--- src/rtl/char_buffer_reader.sv ---
// ---------------------------------------------------------------------------
// char_buffer_reader
//
// Purpose:
//   Drains the decrypted-character buffer (BUF_LEN words starting at
//   BASE_ADDR in data RAM) and streams the low byte of each word out over a
//   valid/ready byte interface. The RAM port is borrowed through a
//   request/grant pair, so the processor keeps the port whenever this block
//   is not granted. With STOP_ON_NUL set, a 0x00 byte ends the transfer
//   early and is not emitted.
//
// Ports:
//   clock       system clock, rising edge
//   reset       asynchronous, active-low reset
//   start       one-cycle pulse that begins a drain (honoured only when idle)
//   busy        high from the cycle after an accepted start until done
//   done        one-cycle pulse when a transfer completes
//   char_count  bytes emitted in the current or last transfer
//   mem_req     request for the RAM port
//   mem_gnt     RAM port granted this cycle
//   mem_addr    RAM word address, meaningful while mem_req is high
//   mem_rdata   RAM read data, valid one cycle after a granted request
//   out_data    character byte
//   out_valid   out_data is valid
//   out_ready   downstream accepts the byte
// ---------------------------------------------------------------------------
module char_buffer_reader #(
  parameter logic [11:0] BASE_ADDR   = 12'd1500,
  parameter int unsigned BUF_LEN     = 108,
  parameter bit          STOP_ON_NUL = 1'b1
) (
  input  logic        clock,
  input  logic        reset,
  input  logic        start,
  output logic        busy,
  output logic        done,
  output logic [6:0]  char_count,
  output logic        mem_req,
  input  logic        mem_gnt,
  output logic [11:0] mem_addr,
  input  logic [31:0] mem_rdata,
  output logic [7:0]  out_data,
  output logic        out_valid,
  input  logic        out_ready
);

  typedef enum logic [2:0] {
    S_IDLE,
    S_REQ,
    S_WAIT,
    S_OUT,
    S_FIN
  } state_t;

  // Index of the last buffer entry; accepting it ends the transfer.
  localparam logic [6:0] LAST_IDX = 7'(BUF_LEN - 1);

  state_t      state_q, state_d;
  logic [6:0]  index_q, index_d;
  logic [6:0]  char_count_q, char_count_d;
  logic        busy_q, busy_d;
  logic        done_q, done_d;
  logic        mem_req_q, mem_req_d;
  logic [11:0] mem_addr_q, mem_addr_d;
  logic [7:0]  out_data_q, out_data_d;
  logic        out_valid_q, out_valid_d;

  // Only the low byte of each RAM word carries a character.
  logic unused_rdata_hi;
  assign unused_rdata_hi = ^mem_rdata[31:8];

  // Next-state logic. Every output is a flop, so outputs for a state are
  // set up on the edge that enters it (e.g. mem_req/mem_addr are loaded
  // when moving into REQ, out_valid when moving into OUT).
  always_comb begin
    state_d      = state_q;
    index_d      = index_q;
    char_count_d = char_count_q;
    busy_d       = busy_q;
    done_d       = 1'b0;
    mem_req_d    = mem_req_q;
    mem_addr_d   = mem_addr_q;
    out_data_d   = out_data_q;
    out_valid_d  = out_valid_q;

    case (state_q)
      S_IDLE: begin
        if (start) begin
          state_d      = S_REQ;
          index_d      = 7'd0;
          char_count_d = 7'd0;
          busy_d       = 1'b1;
          mem_req_d    = 1'b1;
          mem_addr_d   = BASE_ADDR;
        end
      end

      S_REQ: begin
        // Address is held until the grant arrives.
        if (mem_gnt) begin
          state_d   = S_WAIT;
          mem_req_d = 1'b0;
        end
      end

      S_WAIT: begin
        out_data_d = mem_rdata[7:0];
        if (STOP_ON_NUL && (mem_rdata[7:0] == 8'h00)) begin
          state_d = S_FIN;
        end else begin
          state_d     = S_OUT;
          out_valid_d = 1'b1;
        end
      end

      S_OUT: begin
        if (out_ready) begin
          out_valid_d  = 1'b0;
          char_count_d = char_count_q + 7'd1;
          index_d      = index_q + 7'd1;
          if (index_q == LAST_IDX) begin
            state_d = S_FIN;
          end else begin
            state_d    = S_REQ;
            mem_req_d  = 1'b1;
            mem_addr_d = BASE_ADDR + 12'(index_q) + 12'd1;
          end
        end
      end

      S_FIN: begin
        done_d  = 1'b1;
        busy_d  = 1'b0;
        state_d = S_IDLE;
      end

      default: begin
        state_d = S_IDLE;
      end
    endcase
  end

  // State and output registers; reset aborts any transfer on the spot.
  always_ff @(posedge clock or negedge reset) begin
    if (!reset) begin
      state_q      <= S_IDLE;
      index_q      <= 7'd0;
      char_count_q <= 7'd0;
      busy_q       <= 1'b0;
      done_q       <= 1'b0;
      mem_req_q    <= 1'b0;
      mem_addr_q   <= 12'd0;
      out_data_q   <= 8'd0;
      out_valid_q  <= 1'b0;
    end else begin
      state_q      <= state_d;
      index_q      <= index_d;
      char_count_q <= char_count_d;
      busy_q       <= busy_d;
      done_q       <= done_d;
      mem_req_q    <= mem_req_d;
      mem_addr_q   <= mem_addr_d;
      out_data_q   <= out_data_d;
      out_valid_q  <= out_valid_d;
    end
  end

  assign busy       = busy_q;
  assign done       = done_q;
  assign char_count = char_count_q;
  assign mem_req    = mem_req_q;
  assign mem_addr   = mem_addr_q;
  assign out_data   = out_data_q;
  assign out_valid  = out_valid_q;

endmodule

--- config.mk ---
export PLATFORM = sky130hd
export DESIGN_NAME = char_buffer_reader
export DESIGN_NICKNAME = d
export VERILOG_FILES = /design/src/rtl/char_buffer_reader.sv
export SDC_FILE = /design/constraint.sdc
export NUM_CORES = 1
export LEC_CHECK = 0
export ABC_CLOCK_PERIOD_IN_PS = 2650
export BUFFER_PORTS_ARGS = -buffer_cell sky130_fd_sc_hd__buf_2
export CAP_MARGIN = 10
export CORE_MARGIN = 2
export CORE_UTILIZATION = 50
export DETAILED_ROUTE_END_ITERATION = 12
export PLACE_DENSITY = 0.8
export SLEW_MARGIN = 10
export SYNTH_ARGS = -nofsm -noshare
export SYNTH_HDL_FRONTEND = slang
export SYNTH_SLANG_ARGS = --single-unit
--- constraint.sdc ---
create_clock -name clock -period 2.65 [get_ports clock]
set_clock_uncertainty 0.2 [all_clocks]
set_input_delay 0.53 -clock clock [delete_from_list [all_inputs] [get_ports clock]]
set_output_delay 0.53 -clock clock [all_outputs]
set_load 0.01 [all_outputs]
==> summary.txt, run 1 <==
Outcome
  – Status: finished, final reports clean

Flow run
  – Max cap viols: 0

Floorplan
  – Core Region: between 3000 and 4000 um2
  – Chip Width: 67.1 um
  – Starting density of the core: 0.532
  – Row Count: 22
  – Die footprint: about 4500 um2
  – Io pins: 68
  – Die height: 67.1 um

Global route
  – Number of global-route vias before repair: 1438
  – Initial antenna violation count: 0
  – Total Routing Usage GR: 0.195
  – Pin count of the biggest net entering global routing: a little over 40
  – First-pass GRT wire length: 6650 um
  – Total global routing overflow: 0

Worst setup path
  – Worst setup path class: reg -> reg
  – Critical Path Sink: mem_addr[0]
  – Data required, critical path: 2.64 ns
  – CP startpoint kind: flip-flop
  – Worst Path Max Fanout: 13
  – Reg2reg start: state_q[1]
  – Worst Setup End Kind: flip-flop
  – Worst EP arrival: ~2.3 ns
  – Worst r2r path cells: 4
  – RR Endpoint: mem_addr[0]
  – Worst Setup SP: state_q[1]
  – Setup slack, reg-to-reg: 0.32 ns

Power
  – Clk pwr share: 0.223
  – P per Cell Area: 1050 nW/um2
  – Logic pwr share: 0.388
  – Leak: 1.05 nW
  – Pint: 1.55 mW
  – Worst VDD drop: 0.000724 V
  – Sequential share of power: 0.389
  – NetSw: 897 uW
  – Switching Share: 0.366

Routing
  – Final ANT Viol Nets: 0
  – 1st-iter DRT viols: 63
  – Final WL: 3920 um
  – Drt via density: around 5.6
  – 1st-pass router iterations: 4
  – DR vias: 1572
  – DR DRC count: 0
  – Avg WL per Cell: 13.9 um

Synthesis
  – Cell count after synthesis: 193
  – Post-synth top area cell: dfrtp_1
  – Synth top area cells: dfrtp_1 50%, mux2_2 7.9%, o21ai_0 3.8%
  – Syn avg cell area: 10.3 um2
  – Post-Syn Nets: 232
  – Netlist cell types: 41
  – Post-synth ARST share: 1.00
  – Yosys reg bits: 40
  – Yosys top cell area share: 0.502
  – Number of synthesized flops with an enable pin: 0
  – Post-synthesis sequential area ratio: 0.502
  – Ys Warns: 0
  – Top_reg_cell synth: dfrtp_1
  – Cell area after synthesis: 1990 um2

Timing
  – F_max: around 430 MHz
  – RSZ-0062 raised after global routing: false
  – Fin. max-slew vios: 0
  – Setup TNS: 0 ns
  – Finish-stage setup viols: 0
  – Actual slew at the worst max-slew pin: just under 0.9 ns
  – Fin crit share: 0.879
  – Rel. slew slack: 0.421
  – WHS: 0.143 ns
  – Fin crit period: about 2.3 ns
  – Final Hold Viols: 0

Place
  – Hpwl dp: 2650 um
  – GPL Wtd Cong: between 0.8 and 0.9
  – IO Port Bufs: 42

Clock tree
  – CTS tree: yes
  – Clock Path Buffers: 2
  – Clock Latency Late Sink: 0.30 ns
  – Clock Sink Count: 40
  – Setup Fix Bufs, Post-CTS: 0
  – Resize count post-CTS: 0
  – CTS root buffer: clkbuf_8
  – Num CTS Buffers: 5
  – Clock transition at path regs: 0.08 ns
  – H-tree depth: 2
  – Cts-stage hold buffer count: 0

Cells and area
  – # nets final: 273
  – P&R area growth vs syn: 17.3%
  – Diode count: 0
  – Share of cells above drive strength 1: 0.323
  – # fillers: between 300 and 400

Hold path
  – Min-Delay Path Class: in -> async
[worst min-delay path by stage]
stage | from | to | slack (ns) | cells after the start
2_1_floorplan | reset | busy | 0.03 | 0
3_3_place_gp | mem_addr[10] | mem_addr[10] | 0.25 | 1
3_5_place_dp | mem_addr[10] | mem_addr[10] | 0.26 | 1
4_1_cts | reset | index_q[2] | 0.18 | 1
5_1_grt | reset | mem_addr[2] | 0.22 | 1
6_report | reset | char_count[6] | 0.14 | 1
[power by group through the flow]
stage	clock network [mW]	logic (mW)	registers [mW]
finish	0.547	0.951	0.952
global route	0.583	1.06	0.983
CTS	0.556	0.956	0.952
detailed placement	0	0.954	0.961
global placement	0	0.933	0.956
floorplan	0	0.664	0.984
[per-layer routing]
metal / wire, um / up-vias / global-route usage
met5: 0 / - / 0
met4: 48 / 0 / 0.0638
met3: 258 / 6 / 0.0600
met1: 1820 / 743 / 0.259
met2: 1800 / 49 / 0.307
li1: - / 774 / -
[final cells by class]
| class | count | area, um2 | area share |
|---|---|---|---|
| sequential | 40 | 1000 | 0.428 |
| inverter | 5 | 18.8 | 0.00803 |
| timing repair buffer | 47 | 248 | 0.106 |
| multi-input combinational | 135 | 883 | 0.378 |
| clock inverter | 1 | 30.0 | 0.0128 |
| clock buffer | 7 | 96.3 | 0.0412 |
| tap | 48 | 60.1 | 0.0257 |
[through the flow]
stage                     setup slack (ns)  area (um2)  std cells  power, mW   util
after CTS                            0.339        2340        283       2.46  0.624
after global routing                 0.148        2340        283       2.63  0.624
after floorplan                      0.616        1990        193       1.65      -
after global placement               0.355        2210        275       1.89  0.591
final                                0.321        2340        283       2.45  0.624
after detailed placement             0.338        2210        275       1.91  0.591
[Yosys cell counts (5+ instances only)]
cell     number
mux2i_1       5
nand2_1      13
and3_1        5
a21oi_1       7
o31ai_1       5
nor3_1        5
mux2_2       14
or4_1         5
inv_1         5
o21ai_0      15
nor2_1       12
buf_2         6
dfrtp_1      40
nand3_1      14
[critical path, cell delays in order (launching register included)]
cell and delay (ns):
dfrtp_1 0.61, mux2i_1 0.17, a211oi_1 0.32, o21a_1 0.52
mux2_2 0.39
[sequential cells by signal (all words and copies together), names as in the netlist]
register and cells:
mem_addr 11, state_q 3, char_count 7, out_valid 1, done 1, index_q 7, mem_req 1, busy 1
out_data 8
[placed cells by master (no fill, tap or decap), types with 7 or more instances in the layout]
cell	count
mux2_2	14
nand2_1	13
o21ai_0	15
a21oi_1	7
buf_2	42
nand3_1	14
clkbuf_8	7
dfrtp_1	40
nor2_1	12
[kinds of logic after synthesis]
kind of cell             Yosys count  synth area share
AO/OA/AOI/OAI                     41             0.127
XOR/XNOR                           3            0.0132
adder cells (fa/ha/maj)            2            0.0126
buffers and inverters             18            0.0546
flip-flops                        40             0.502
multiplexers                      19             0.104
other                              1           0.00188
AND/OR/NAND/NOR                   69             0.184
Power figures use the tool's default switching activity.
==> run 2, diff against run 1 <==
Settings changed: CORE_MARGIN 2 to 5.
==> run 2 against run 1 <==
  * Worst setup slack improved by 0.050 ns
  * Final area fell by 1.3%
  * First-iteration DRC count up 24%
  * Clock power shrank 24%
==> summary.txt, run 2 (same netlist as run 1, synthesis figures left out) <==
Global route
  – Total Routing Usage GR: 0.161 (-0.0340)
  – Total global routing overflow: 0 (unchanged)
  – Pin count of the biggest net entering global routing: 41 (unchanged)
  – Initial antenna violation count: 0 (unchanged)
  – First-pass GRT wire length: 6720 um (+1.0%)
  – Number of global-route vias before repair: 1515 (+5.4%)

Floorplan
  – Row Count: 23 (+4.5%)
  – Core Region: 3940 um2 (+5.3%)
  – Die height: 73.1 um (+8.9%)
  – Io pins: 68 (unchanged)
  – Starting density of the core: 0.506 (-0.0269)
  – Die footprint: 5350 um2 (+19%)
  – Chip Width: 73.1 um (+8.9%)

Timing
  – Finish-stage setup viols: 0 (unchanged)
  – RSZ-0062 raised after global routing: false
  – Actual slew at the worst max-slew pin: 0.861 ns (-0.00796 ns)
  – Fin crit share: 0.860 (-0.0189)
  – Fin worst setup slack: 0.372 ns (+0.0502 ns)
  – Fin crit period: 2.28 ns (-0.0502 ns)
  – F_max: 439 MHz (+2.2%)
  – Setup TNS: 0 ns (unchanged)
  – Rel. slew slack: 0.426 (+0.00530)
  – Final Hold Viols: 0 (unchanged)
  – Fin. max-slew vios: 0 (unchanged)

Clock tree
  – Clock Sink Count: 40 (unchanged)
  – Clock Latency Late Sink: 0.30 ns (about the same)
  – Num CTS Buffers: 5 (unchanged)
  – Resize count post-CTS: 0 (unchanged)
  – Cts-stage hold buffer count: 0 (unchanged)
  – Clock transition at path regs: 0.08 ns (about the same)
  – CTS tree: yes
  – Clock Path Buffers: 2 (unchanged)
  – CTS root buffer: clkbuf_8
  – H-tree depth: 2 (unchanged)
  – Setup Fix Bufs, Post-CTS: 0 (unchanged)

Power
  – Leak: 1.03 nW (-2.0%)
  – P per Cell Area: 1010 nW/um2 (-4.0%)
  – Power, Total: 2.32 mW (-5.2%)
  – Worst VDD drop: 0.000553 V (-24%)

Worst setup path
  – Reg2reg start: state_q[0]
  – Data required, critical path: 2.63 ns (about the same)
  – RR Endpoint: mem_addr[0]
  – Worst setup path class: reg -> reg
  – Critical Path Sink: mem_addr[0]
  – Worst Setup End Kind: flip-flop
  – Worst Setup SP: state_q[0]
  – Worst EP arrival: 2.26 ns (-0.06 ns)
  – Worst Path Max Fanout: 14 (+1)
  – CP startpoint kind: flip-flop
  – Worst r2r path cells: 4 (unchanged)
  – Setup slack, reg-to-reg: 0.37 ns (+0.05 ns)

Cells and area
  – Diode count: 0 (unchanged)
  – Most frequent cells in the layout: 42 x buf_2, 40 x dfrtp_1, 15 x o21ai_0, 14 x nand3_1, 14 x mux2_2
  – P&R area growth vs syn: 15.8%
  – Share of cells above drive strength 1: 0.319 (-0.00426)
  – Fin cells: 285 (+0.71%)
  – Max FFs per register: 11 (unchanged)
  – Commonest non-fill, non-tap cell in the layout: buf_2
  – # nets final: 273 (unchanged)

Place
  – GPL Wtd Cong: 0.812 (-4.3%)
  – Hpwl dp: 2840 um (+7.2%)
  – Placed cells: 277 (+0.73%)
  – Pre-CTS setup slack: 0.298 ns (-0.0407 ns)
  – IO Port Bufs: 42 (unchanged)

Routing
  – DR vias: 1567 (-0.32%)
  – Final WL: 3940 um (+0.56%)
  – Drt via density: 5.50 (-1.0%)
  – Final ANT Viol Nets: 0 (unchanged)
  – 1st-pass router iterations: 4 (unchanged)
  – 1st-iter DRT viols: 78 (+24%)
  – Avg WL per Cell: 13.8 um (-0.14%)
  – DR DRC count: 0 (unchanged)

Hold path
  – Min-Delay Path Class: in -> async

Flow run
  – Max cap viols: 0 (unchanged)

Outcome
  – Status: finished, final reports clean
-- run 2: cell count changes in the layout (fill, tap and decap cells not counted) --
cell	before	now
clkinvlp_4	0	1
clkbuf_8	7	6
bufinv_16	1	0
clkbuf_1	0	1
-- run 2: routing by layer --
metal  share of wire  GRT usage  routed length [um]
met5               0          0                   0
met2            0.48      0.259                1890
met4           0.015     0.0615                  61
met3           0.079     0.0523                 313
met1            0.43      0.202                1680
-- run 2: power by group --
group | total [mW] | internal, mW | switching, mW
registers | 0.954 | 0.789 | 0.165
logic | 0.951 | 0.437 | 0.514
clock network | 0.418 | 0.211 | 0.207
-- run 2: layout make-up --
type,count,area (um2)
sequential,40,1000
tap,50,62.6
clock buffer,7,86.3
multi-input combinational,135,883
fill,348,1640
timing repair buffer,47,248
inverter,5,18.8
clock inverter,1,7.51
-- run 2: worst max-delay path: stages, from the launching register on --
cell,delay (ns)
dfrtp_1,0.58
nor3_1,0.15
a211oi_1,0.33
o21a_1,0.50
mux2_2,0.40
-- run 2: worst min-delay path by stage --
stage | start | endpoint | cells after the start
after global routing | reset | mem_addr[10] | 1
final | reset | mem_addr[10] | 1
after detailed placement | mem_addr[10] | mem_addr[10] | 1
after CTS | reset | mem_addr[10] | 1
after floorplan | reset | busy | 0
after global placement | mem_addr[10] | mem_addr[10] | 1
-- run 2: per-stage QoR --
stage,hold WS [ns],instance area (um2),utilization
2_1_floorplan,0.0344,1990,-
3_3_place_gp,0.246,2210,0.561
3_5_place_dp,0.260,2210,0.561
4_1_cts,0.172,2310,0.585
5_1_grt,0.223,2310,0.585
6_report,0.144,2310,0.585
==> run 3, diff against run 2 <==
Settings changed: ABC_AREA from default to 1, CORE_UTILIZATION 50 to 51.
==> run 3 against run 2 <==
  * Cell count is 29% higher
  * Clock power is 3% lower
  * Die area is 4.9% higher
  * Critical path type unchanged
  * Largest power group is now combinational cells
==> summary.txt, run 3 <==
Worst setup path
  – Worst path slowest cell: dfrtp_1
  – CP startpoint kind: flip-flop
  – Critical path's most frequent cell: nand2_4
  – Worst Setup SP: state_q[0]
  – Critical path, cell by cell: nand2_2 -> nor2_2 -> buf_4 -> nand2_4 -> nand2_4 -> nand2_4 -> inv_1 -> nand2_1 -> o21ai_0
  – Slowest cell delay on critical path: 0.44 ns (-0.14 ns)
  – Worst setup path class: reg -> reg
  – Reg2reg start: state_q[0]
  – Worst Path Max Fanout: 23 (+9)
  – Crit path buffers/inverters: 2 (+2)
  – Worst EP arrival: 1.80 ns (-0.46 ns)
  – CP delay by family, top: simple AND/OR/NAND/NOR gates
  – Data required, critical path: 2.65 ns (+0.02 ns)
  – Worst Setup End Kind: flip-flop

Routing
  – Drt via density: 4.97 (-9.6%)
  – 1st-iter DRT viols: 75 (-3.8%)
  – DR vias: 1829 (+17%)
  – Avg WL per Cell: 11.7 um (-15%)
  – Final WL: 4320 um (+9.6%)
  – Final ANT Viol Nets: 0 (unchanged)
  – 1st-pass router iterations: 4 (unchanged)
  – DR DRC count: 0 (unchanged)

Cells and area
  – Diode count: 0 (unchanged)
  – Max FFs per register: 11 (unchanged)
  – # fillers: 359 (+3.2%)
  – # nets final: 356 (+30%)
  – P&R area growth vs syn: 15.3%
  – Commonest non-fill, non-tap cell in the layout: nand2_1
  – Share of cells above drive strength 1: 0.261 (-0.0581)
  – Final Util: 0.611 (+0.0256)
  – Fin cells: 368 (+29%)
  – Final Cell Area: 2480 um2 (+7.4%)
  – Most frequent cells in the layout: 99 x nand2_1, 42 x buf_2, 40 x dfrtp_1, 31 x nand3_1, 21 x inv_1

Clock tree
  – Clock Path Buffers: 2 (unchanged)
  – Num CTS Buffers: 5 (unchanged)
  – Clock transition at path regs: 0.07 ns (about the same)
  – H-tree depth: 2 (unchanged)
  – CTS root buffer: clkbuf_8
  – Clock Latency Late Sink: 0.28 ns (-0.02 ns)
  – Resize count post-CTS: 0 (unchanged)
  – CTS tree: yes
  – Clock Sink Count: 40 (unchanged)

Synthesis
  – Post-synthesis sequential area ratio: 0.466 (-0.0365)
  – Top_reg_cell synth: dfrtp_1
  – Yosys top cell area share: 0.466 (-0.0365)
  – Cell count after synthesis: 271 (+40%)
  – Syn avg cell area: 7.93 um2 (-23%)
  – Yosys reg bits: 40 (unchanged)
  – Netlist cell types: 30 (-27%)
  – Cell area after synthesis: 2150 um2 (+7.8%)
  – Synth top area cells: dfrtp_1 47%, nand2_1 17%, nand3_1 7.2%
  – Ys Warns: 0 (unchanged)
  – Number of synthesized flops with an enable pin: 0 (unchanged)
  – Post-Syn Nets: 310 (+34%)
  – Most frequent cell after synthesis: nand2_1
  – Post-synth ARST share: 1.00 (unchanged)
  – Post-synth top area cell: dfrtp_1
  – Top post-synthesis cells by count: 99 x nand2_1, 40 x dfrtp_1, 31 x nand3_1

Global route
  – First-pass GRT wire length: 7780 um (+16%)
  – GRT Max-Usage Layer: met2
  – Number of global-route vias before repair: 1784 (+18%)
  – Initial antenna violation count: 0 (unchanged)
  – Met2 Usage GRT: 0.300 (+0.0406)
  – Total Routing Usage GR: 0.179 (+0.0180)
  – Total global routing overflow: 0 (unchanged)
  – GRT met3 Usage: 0.0427 (-0.00962)
  – Pin count of the biggest net entering global routing: 24 (-41%)
  – GR Layer Usage met1: 0.232 (+0.0300)

Outcome
  – Status: finished, final reports clean

Floorplan
  – Die footprint: 5610 um2 (+4.9%)
  – Io pins: 68 (unchanged)
  – Core Region: 4060 um2 (+2.9%)
  – Chip Width: 74.9 um (+2.4%)
  – Starting density of the core: 0.530 (+0.0242)
  – Row Count: 23 (unchanged)
  – Die height: 74.9 um (+2.4%)

Timing
  – WHS: 0.258 ns (+0.114 ns)
  – Fin. max-slew vios: 0 (unchanged)
  – Final Hold Viols: 0 (unchanged)
  – Fin worst setup slack: 0.847 ns (+0.476 ns)
  – Fin crit share: 0.680 (-0.179)
  – Setup TNS: 0 ns (unchanged)
  – Finish-stage setup viols: 0 (unchanged)
  – Fin crit period: 1.80 ns (-0.476 ns)
  – F_max: 555 MHz (+26%)
  – RSZ-0062 raised after global routing: false

Power
  – Leak: 1.38 nW (+33%)
  – P per Cell Area: 957 nW/um2 (-4.9%)
  – Worst VDD drop: 0.000631 V (+14%)
  – Power, Total: 2.37 mW (+2.1%)

Flow run
  – Max cap viols: 0 (unchanged)

Place
  – Hpwl dp: 3260 um (+15%)
  – IO Port Bufs: 42 (unchanged)
  – Pre-CTS setup slack: 0.841 ns (+0.544 ns)
  – Cell area after placement: 2380 um2 (+7.5%)
  – GPL Wtd Cong: 0.877 (+8.0%)
  – Placed cells: 359 (+30%)

Hold path
  – Min-Delay Path Class: in -> reg
  – Hold Crit Start: mem_rdata[1]
-- run 3: repair_timing --
item / in CTS / in global routing
hold buffers: 1 / 0
setup buffers: 0 / 0
endpoints found under the hold margin: 13 / 0
-- run 3: logic make-up (layout without fill, tap and decap cells) --
kind of cell | after synthesis | after routing | share of synthesized area
AOI/OAI and AO/OA | 22 | 22 | 0.0716
and+or+nand+nor | 171 | 171 | 0.363
other | 1 | 1 | 0.00174
adders and majority gates | 2 | 2 | 0.0116
muxes | 1 | 1 | 0.00466
xor gates and xnor gates | 1 | 1 | 0.00408
buffers and inverters | 33 | 80 | 0.0780
DFF | 40 | 40 | 0.466
-- run 3: routing by layer --
metal	vias up	routed length [um]
li1	947	-
met1	847	1900
met2	29	2180
met3	6	184
met4	0	57
met5	-	0
-- run 3: final timing paths --
kind                                end  slack (ns)  cells past startpoint
setup / recovery             index_q[2]        0.85                      9
hold / removal              out_data[1]        0.26                      3
setup reg to reg             index_q[2]        0.85                      9
hold reg to reg            mem_addr[10]        0.26                      2
max in group asynchronous   mem_addr[1]        1.24                      3
min in group asynchronous    index_q[0]        0.48                      2
-- run 3: power by group --
group / switching [mW] / internal [mW]
clock: 0.193 / 0.212
combinational: 0.692 / 0.357
sequential: 0.129 / 0.789
-- run 3: final cells by class --
class                           count  area [um2]  share of cell area
Clock buffer                        8        90.1              0.0363
Multi-Input combinational cell    198         981               0.396
Timing Repair Buffer               47         250               0.101
Tap cell                           50        62.6              0.0252
Inverter                           25        93.8              0.0379
Sequential cell                    40        1000               0.404
-- run 3: worst min-delay path: cells and delay by family --
family	cells	cell delay (ns)
and+or+nand+nor	2	0.09
buffers and inverters	1	0.09
